[src/rtl/counter_pkg.sv]
// Shared constants and sizing helper for the parametrised event/timebase counter.
package counter_pkg;

  localparam bit CNT_MODE_WRAP = 1'b0;
  localparam bit CNT_MODE_SAT  = 1'b1;
  localparam bit CNT_DIR_UP    = 1'b1;
  localparam bit CNT_DIR_DOWN  = 1'b0;

  // Bits needed to hold values 0..value-1; never less than 1.
  function automatic int clog2(input int value);
    int bits;
    bits = 1;
    while ((1 << bits) < value) bits++;
    return bits;
  endfunction

endpackage

[src/rtl/tick_prescaler.sv]
// Divides enabled cycles by PRESCALE and emits a one-cycle step strobe.
module tick_prescaler
  import counter_pkg::*;
#(
  parameter int PRESCALE = 1
) (
  input  logic clk,
  input  logic reset,
  input  logic en,
  input  logic clr,
  output logic tick
);

  generate
    if (PRESCALE == 1) begin : g_bypass
      logic unused_ok;
      assign unused_ok = clk ^ reset;
      assign tick      = en && !clr;
    end else begin : g_div
      localparam int PW = clog2(PRESCALE);
      localparam logic [PW-1:0] LAST = PW'(PRESCALE - 1);

      logic [PW-1:0] phase;

      always_ff @(posedge clk) begin
        if (reset || clr) begin
          phase <= '0;
        end else if (en) begin
          phase <= (phase == LAST) ? '0 : phase + 1'b1;
        end
      end

      assign tick = en && !clr && (phase == LAST);
    end
  endgenerate

endmodule

[src/rtl/param_updown_counter.sv]
// Up/down counter with load, modulus, wrap-or-saturate bounds and input prescaler.
module param_updown_counter
  import counter_pkg::*;
#(
  parameter int WIDTH    = 8,
  parameter int MAX_VAL  = 2**WIDTH - 1,
  parameter bit SATURATE = CNT_MODE_WRAP,
  parameter int PRESCALE = 1
) (
  input  logic             clk,
  input  logic             reset,
  input  logic             en,
  input  logic             up_dn,
  input  logic             load,
  input  logic [WIDTH-1:0] load_val,
  output logic [WIDTH-1:0] count,
  output logic             tc,
  output logic             wrap,
  output logic             tick
);

  localparam logic [WIDTH-1:0] MAX = WIDTH'(MAX_VAL);

  tick_prescaler #(.PRESCALE(PRESCALE)) u_prescaler (
    .clk   (clk),
    .reset (reset),
    .en    (en),
    .clr   (load),
    .tick  (tick)
  );

  // Bounds are tested before the +1/-1, so no value above MAX is ever formed.
  always_ff @(posedge clk) begin
    if (reset) begin
      count <= '0;
      wrap  <= 1'b0;
    end else if (load) begin
      count <= (load_val > MAX) ? MAX : load_val;
      wrap  <= 1'b0;
    end else begin
      wrap <= 1'b0;
      if (tick) begin
        if (up_dn == CNT_DIR_UP) begin
          if (count == MAX) begin
            wrap <= 1'b1;
            if (SATURATE == CNT_MODE_WRAP) count <= '0;
          end else begin
            count <= count + 1'b1;
          end
        end else begin
          if (count == '0) begin
            wrap <= 1'b1;
            if (SATURATE == CNT_MODE_WRAP) count <= MAX;
          end else begin
            count <= count - 1'b1;
          end
        end
      end
    end
  end

  assign tc = up_dn ? (count == MAX) : (count == '0);

endmodule

[config.mk]
export PLATFORM = sky130hd
export DESIGN_NAME = param_updown_counter
export DESIGN_NICKNAME = d
export VERILOG_FILES = /design/src/rtl/counter_pkg.sv /design/src/rtl/tick_prescaler.sv /design/src/rtl/param_updown_counter.sv
export SDC_FILE = /design/constraint.sdc
export NUM_CORES = 1
export LEC_CHECK = 0
export ABC_AREA = 1
export BUFFER_PORTS_ARGS = -buffer_cell sky130_fd_sc_hd__buf_2
export CAP_MARGIN = 20
export CORE_MARGIN = 10
export CORE_UTILIZATION = 51
export DETAILED_ROUTE_END_ITERATION = 8
export PLACE_DENSITY = 0.78
export SYNTH_ARGS = -nofsm -noshare
export SYNTH_HDL_FRONTEND = slang
export SYNTH_SLANG_ARGS = --single-unit
[constraint.sdc]
create_clock -name clk -period 1.7 [get_ports clk]
set_clock_uncertainty 0.15 [all_clocks]
set_input_delay 0.17 -clock clk [delete_from_list [all_inputs] [get_ports clk]]
set_output_delay 0.17 -clock clk [all_outputs]
set_load 0.005 [all_outputs]
Word-level counts from Yosys, hierarchy flattened
Index checks and enable logic that the tools add are counted.

Register bits: 9. Input bits: 13. Output and inout port bits: 11.

Add/sub/neg operators: 2. $lt $le $gt $ge: 1. Equal/unequal tests: 1. Muxes and demuxes: 10. Bitwise logic cells: 1. Reductions and logical operators: 5.

Operator list (count): $mux W8 (6); $add A8 B1 Y8 const B (1); $eq A8 B8 Y1 const B (1); $gt A8 B8 Y1 const B (1); $logic_not A8 Y1 (1); $sub A8 B1 Y8 const B (1); $mux W1 (4); $reduce_or A3 Y1 (1); $reduce_bool A2 Y1 (1); $logic_and A1 B1 Y1 (1); $logic_not A1 Y1 (1); $not A1 Y1 (1).

Longest topological paths before layout
Depth after elaboration: 5. Mapped depth: 10. Depth with buffers taken out: 10.

Modules after synthesis
Synthesis repeated with hierarchy kept, for this count alone.

Cell total of the unflattened synthesis: 139. Area total of the unflattened synthesis: 825.8 um2.

By module, submodules not included: param_updown_counter (times used 1, cells an instance 137, area each 815.8 um2); tick_prescaler (times used 1, cells an instance 2, area each 10.0 um2).

Worst setup path after synthesis
OpenSTA, ideal clock, no wires.

Path kind: reg2reg. Start point: register count[0]. End point: register count[7]. Arrival: 1.213 ns. Required time: 1.420 ns. Path slack: 0.207 ns. Stages on the path, launching flop included: 11. Path through: dfxtp_1 ha_1 nand2_2 nor2_4 nand2_1 nand2_1 inv_1 nand3_1 nand3_1 nand2_1 a21oi_1.

Cells in the longest elaborated chain, start to end: 5.

Ends and longest elaborated chain: start: declaration (RTL line param_updown_counter.sv:16) `output logic [WIDTH-1:0] count,`; start signal: assignment (RTL line param_updown_counter.sv:38) `count <= (load_val > MAX) ? MAX : load_val;`; start signal: assignment (RTL line param_updown_counter.sv:48) `count <= count + 1'b1;`; start signal: assignment (RTL line param_updown_counter.sv:55) `count <= count - 1'b1;`; $sub A8 B1 Y8, or another cell as far along (RTL line param_updown_counter.sv:55); $mux W8 (on tied branches) (RTL line param_updown_counter.sv:51, param_updown_counter.sv:44); $mux W8 * (RTL line param_updown_counter.sv:43) `if (up_dn == CNT_DIR_UP) begin`; $mux W8 * (RTL line param_updown_counter.sv:42) `if (tick) begin`; $mux W8 * (RTL line param_updown_counter.sv:37) `end else if (load) begin`.

Every way passes the cells marked *; elsewhere a longest branch is shown, timed or not. The select of a mux whose other input is x is not followed. A chain may end at the register's enable or synchronous reset.

Worst setup path after layout
Start point: register count[0]. End point: output tc.

Cells in the longest elaborated chain, start to end: 2.

Ends and longest elaborated chain: $eq A8 B8 Y1 / $logic_not A8 Y1 (equally long branches) (RTL line param_updown_counter.sv:62) `assign tc = up_dn ? (count == MAX) : (count == '0);`; $mux W1 * (RTL line param_updown_counter.sv:62); end: declaration (RTL line param_updown_counter.sv:17) `output logic tc,`.

Every way passes the cells marked *; elsewhere a longest branch is shown, timed or not.

==> impl_metrics.tcl <==
set metrics [dict create \
    run_status "finished with violations" \
    violations "setup timing" \
    syn_nets 152 \
    crit_arrival_ps 1400 \
    fp.dieW_um 60.91 \
    cts_max_level 1 \
    final_core_util_pct 74.51 \
    ant_nets 0 \
    hold_path.class "in2reg" \
    place_ws_ps 79.11 \
    rows 14 \
    rsz0062_at_grt "yes" \
    syn_to_final_growth_pct 34.60 \
    wl_per_cell_um 16.26 \
    end_kind "primary output" \
    dp.final_hpwl_mm 1.942 \
    cts_tree "built" \
    yosysWarnings 0 \
    gr-total-overflow 0 \
    drv_cap 0 \
    criticalPathCategory "reg2out" \
    fin_hold_ws_ps 7.001 \
    period_needed_ps 1717 \
    critPathLaunchType "register" \
    start_util_pct 55.36 \
    final_common_cell "nand2_1" \
    grt_max_degree 10 \
    critPathMaxFanout 3 \
    die-area_sq_um 3709 \
    period_share_pct 101.0 \
    ys_seq_area_share_pct 21.11 \
    antennaDiodeCount 0 \
    clock.fmax_ghz 0.5823 \
    drt_iter0_markers 67 \
    routed_wl_mm 3.025 \
    fin_nets 187 \
    gp_congestion 0.8829 \
    first_global_vias 1078 \
    netlist_instances 136 \
    ys_types 28 \
    drive_above_1_share_pct 42.94 \
    power_density_nw_per_um2 684.4 \
    globalRouteTotalUtil_pct 16.22 \
    hold_viol_final 0 \
    cts_buffers 3 \
    tightest_slew_ps 357.5 \
    tns_ps -17.28 \
    cts.path.max_buffers 2 \
    path_clk_slew_ps 70 \
    fin_ws_ps -17.28 \
    avgSynthCellArea_sq_um 6.274 \
    layout_common_cells "nand2_1, buf_2, nand3_1, buf_4, nor2_1" \
    clock-sinks 9 \
    first_pass_iters 4 \
    slew_headroom_pct 76.14 \
    vias 1130 \
    leakagePower_nw 0.5697 \
    post-route-drc-count 0 \
    worstSkewPairLatency_ps 280 \
    grt_pass1_wl_mm 4.726 \
    ir_drop_v 0.0005995 \
    io_pins 24 \
    die_h_um 60.91 \
    finalMaxSlewViolations 0 \
    setup_viol 1 \
    vias_per_cell 6.075 \
    netlist_area_sq_um 853.3 \
    finalPower_mw 0.7861 \
    cp.required_ps 1380 \
    cts-root-buf "clkbuf_4" \
    ys_seq_elements 9 \
    antenna_found_initial 0 \
    core_sq_um 1541 \
    portBuffers 23 \
]
==> per-stage QoR <==
step                cells  area, sq um
floorplan             136        853.3
global placement      172        963.4
detailed placement    172        963.4
CTS                   184         1086
global route          186         1149
finish                186         1149
==> where the power goes <==
group          total (mW)  leakage (nW)  switching (mW)  internal (mW)
clock network       0.181        0.0150          0.0896         0.0913
registers           0.273        0.0779          0.0417          0.231
logic               0.332         0.477           0.184          0.148
total               0.786         0.570           0.316          0.470
==> logic make-up after synthesis <==
family | share of synthesized area (%)
flops | 21.11
simple gates | 41.06
fa+ha+maj | 4.399
compound gates | 14.52
xor+xnor | 5.133
buf+inv | 13.78
==> timing repair <==
| item | 4_1_cts | 5_1_grt |
|---|---|---|
| endpoints found under the setup margin | 1 | 7 |
| gates resized for setup | 15 | 19 |
| pin swaps | 6 | 9 |
| hold buffers | 0 | 0 |
| buffers inserted | 8 | 2 |
==> routing by layer <==
metal  GRT usage (%)  wire length (um)
met1           19.04              1118
met2           26.06              1448
met3           4.175               332
met4           9.091               125
met5               0                 0
==> worst max-delay path, cell delays in order, from the launching register on <==
cell and delay (ps):
dfxtp_4 370, inv_4 80, ha_4 130, inv_2 40
nor3_4 150, nand3_2 140, nand2_2 120, buf_6 100
==> worst paths after layout <==
check        slack, ps  cells after the start        to     start
min                  7                      2  count[6]     reset
max                -20                      7        tc  count[0]
min reg2reg        390                      2  count[1]  count[1]
max reg2reg         70                     10  count[6]  count[0]
==> cell usage after synthesis <==
cell | n | area (sq um)
xor2_1 | 3 | 26.28
buf_1 | 1 | 3.750
nand3_1 | 16 | 80.08
inv_2 | 3 | 11.26
nand2_1 | 34 | 127.6
nand4_1 | 2 | 12.51
or2_2 | 1 | 6.260
o21ai_1 | 1 | 5.000
nand3_2 | 1 | 10.01
buf_2 | 2 | 10.01
inv_1 | 14 | 52.55
nand2_4 | 1 | 11.26
o211ai_1 | 1 | 7.510
nor2_2 | 2 | 12.51
nor2_1 | 12 | 45.04
o2111ai_1 | 1 | 8.760
a21oi_1 | 6 | 30.03
buf_6 | 3 | 33.78
ha_1 | 3 | 37.54
nor2_4 | 2 | 22.52
a31oi_1 | 2 | 12.51
o21ai_0 | 6 | 30.03
nor3_2 | 1 | 10.01
dfxtp_1 | 9 | 180.2
xnor2_1 | 2 | 17.52
inv_4 | 1 | 6.260
nand2_2 | 2 | 12.51
a22oi_1 | 4 | 30.03
==> sequential cells by signal, summed over array words and instances, names as in the netlist <==
register	cells
count	8
wrap	1
==> final cells by class <==
class / count / area [sq um]
multi-input combinational: 103 / 613.1
fill: 114 / 392.9
timing repair buffer: 36 / 219.0
sequential: 9 / 197.7
inverter: 18 / 72.57
clock buffer: 4 / 26.28
tap: 16 / 20.02
No activity file was read; power rests on OpenSTA's default activity.
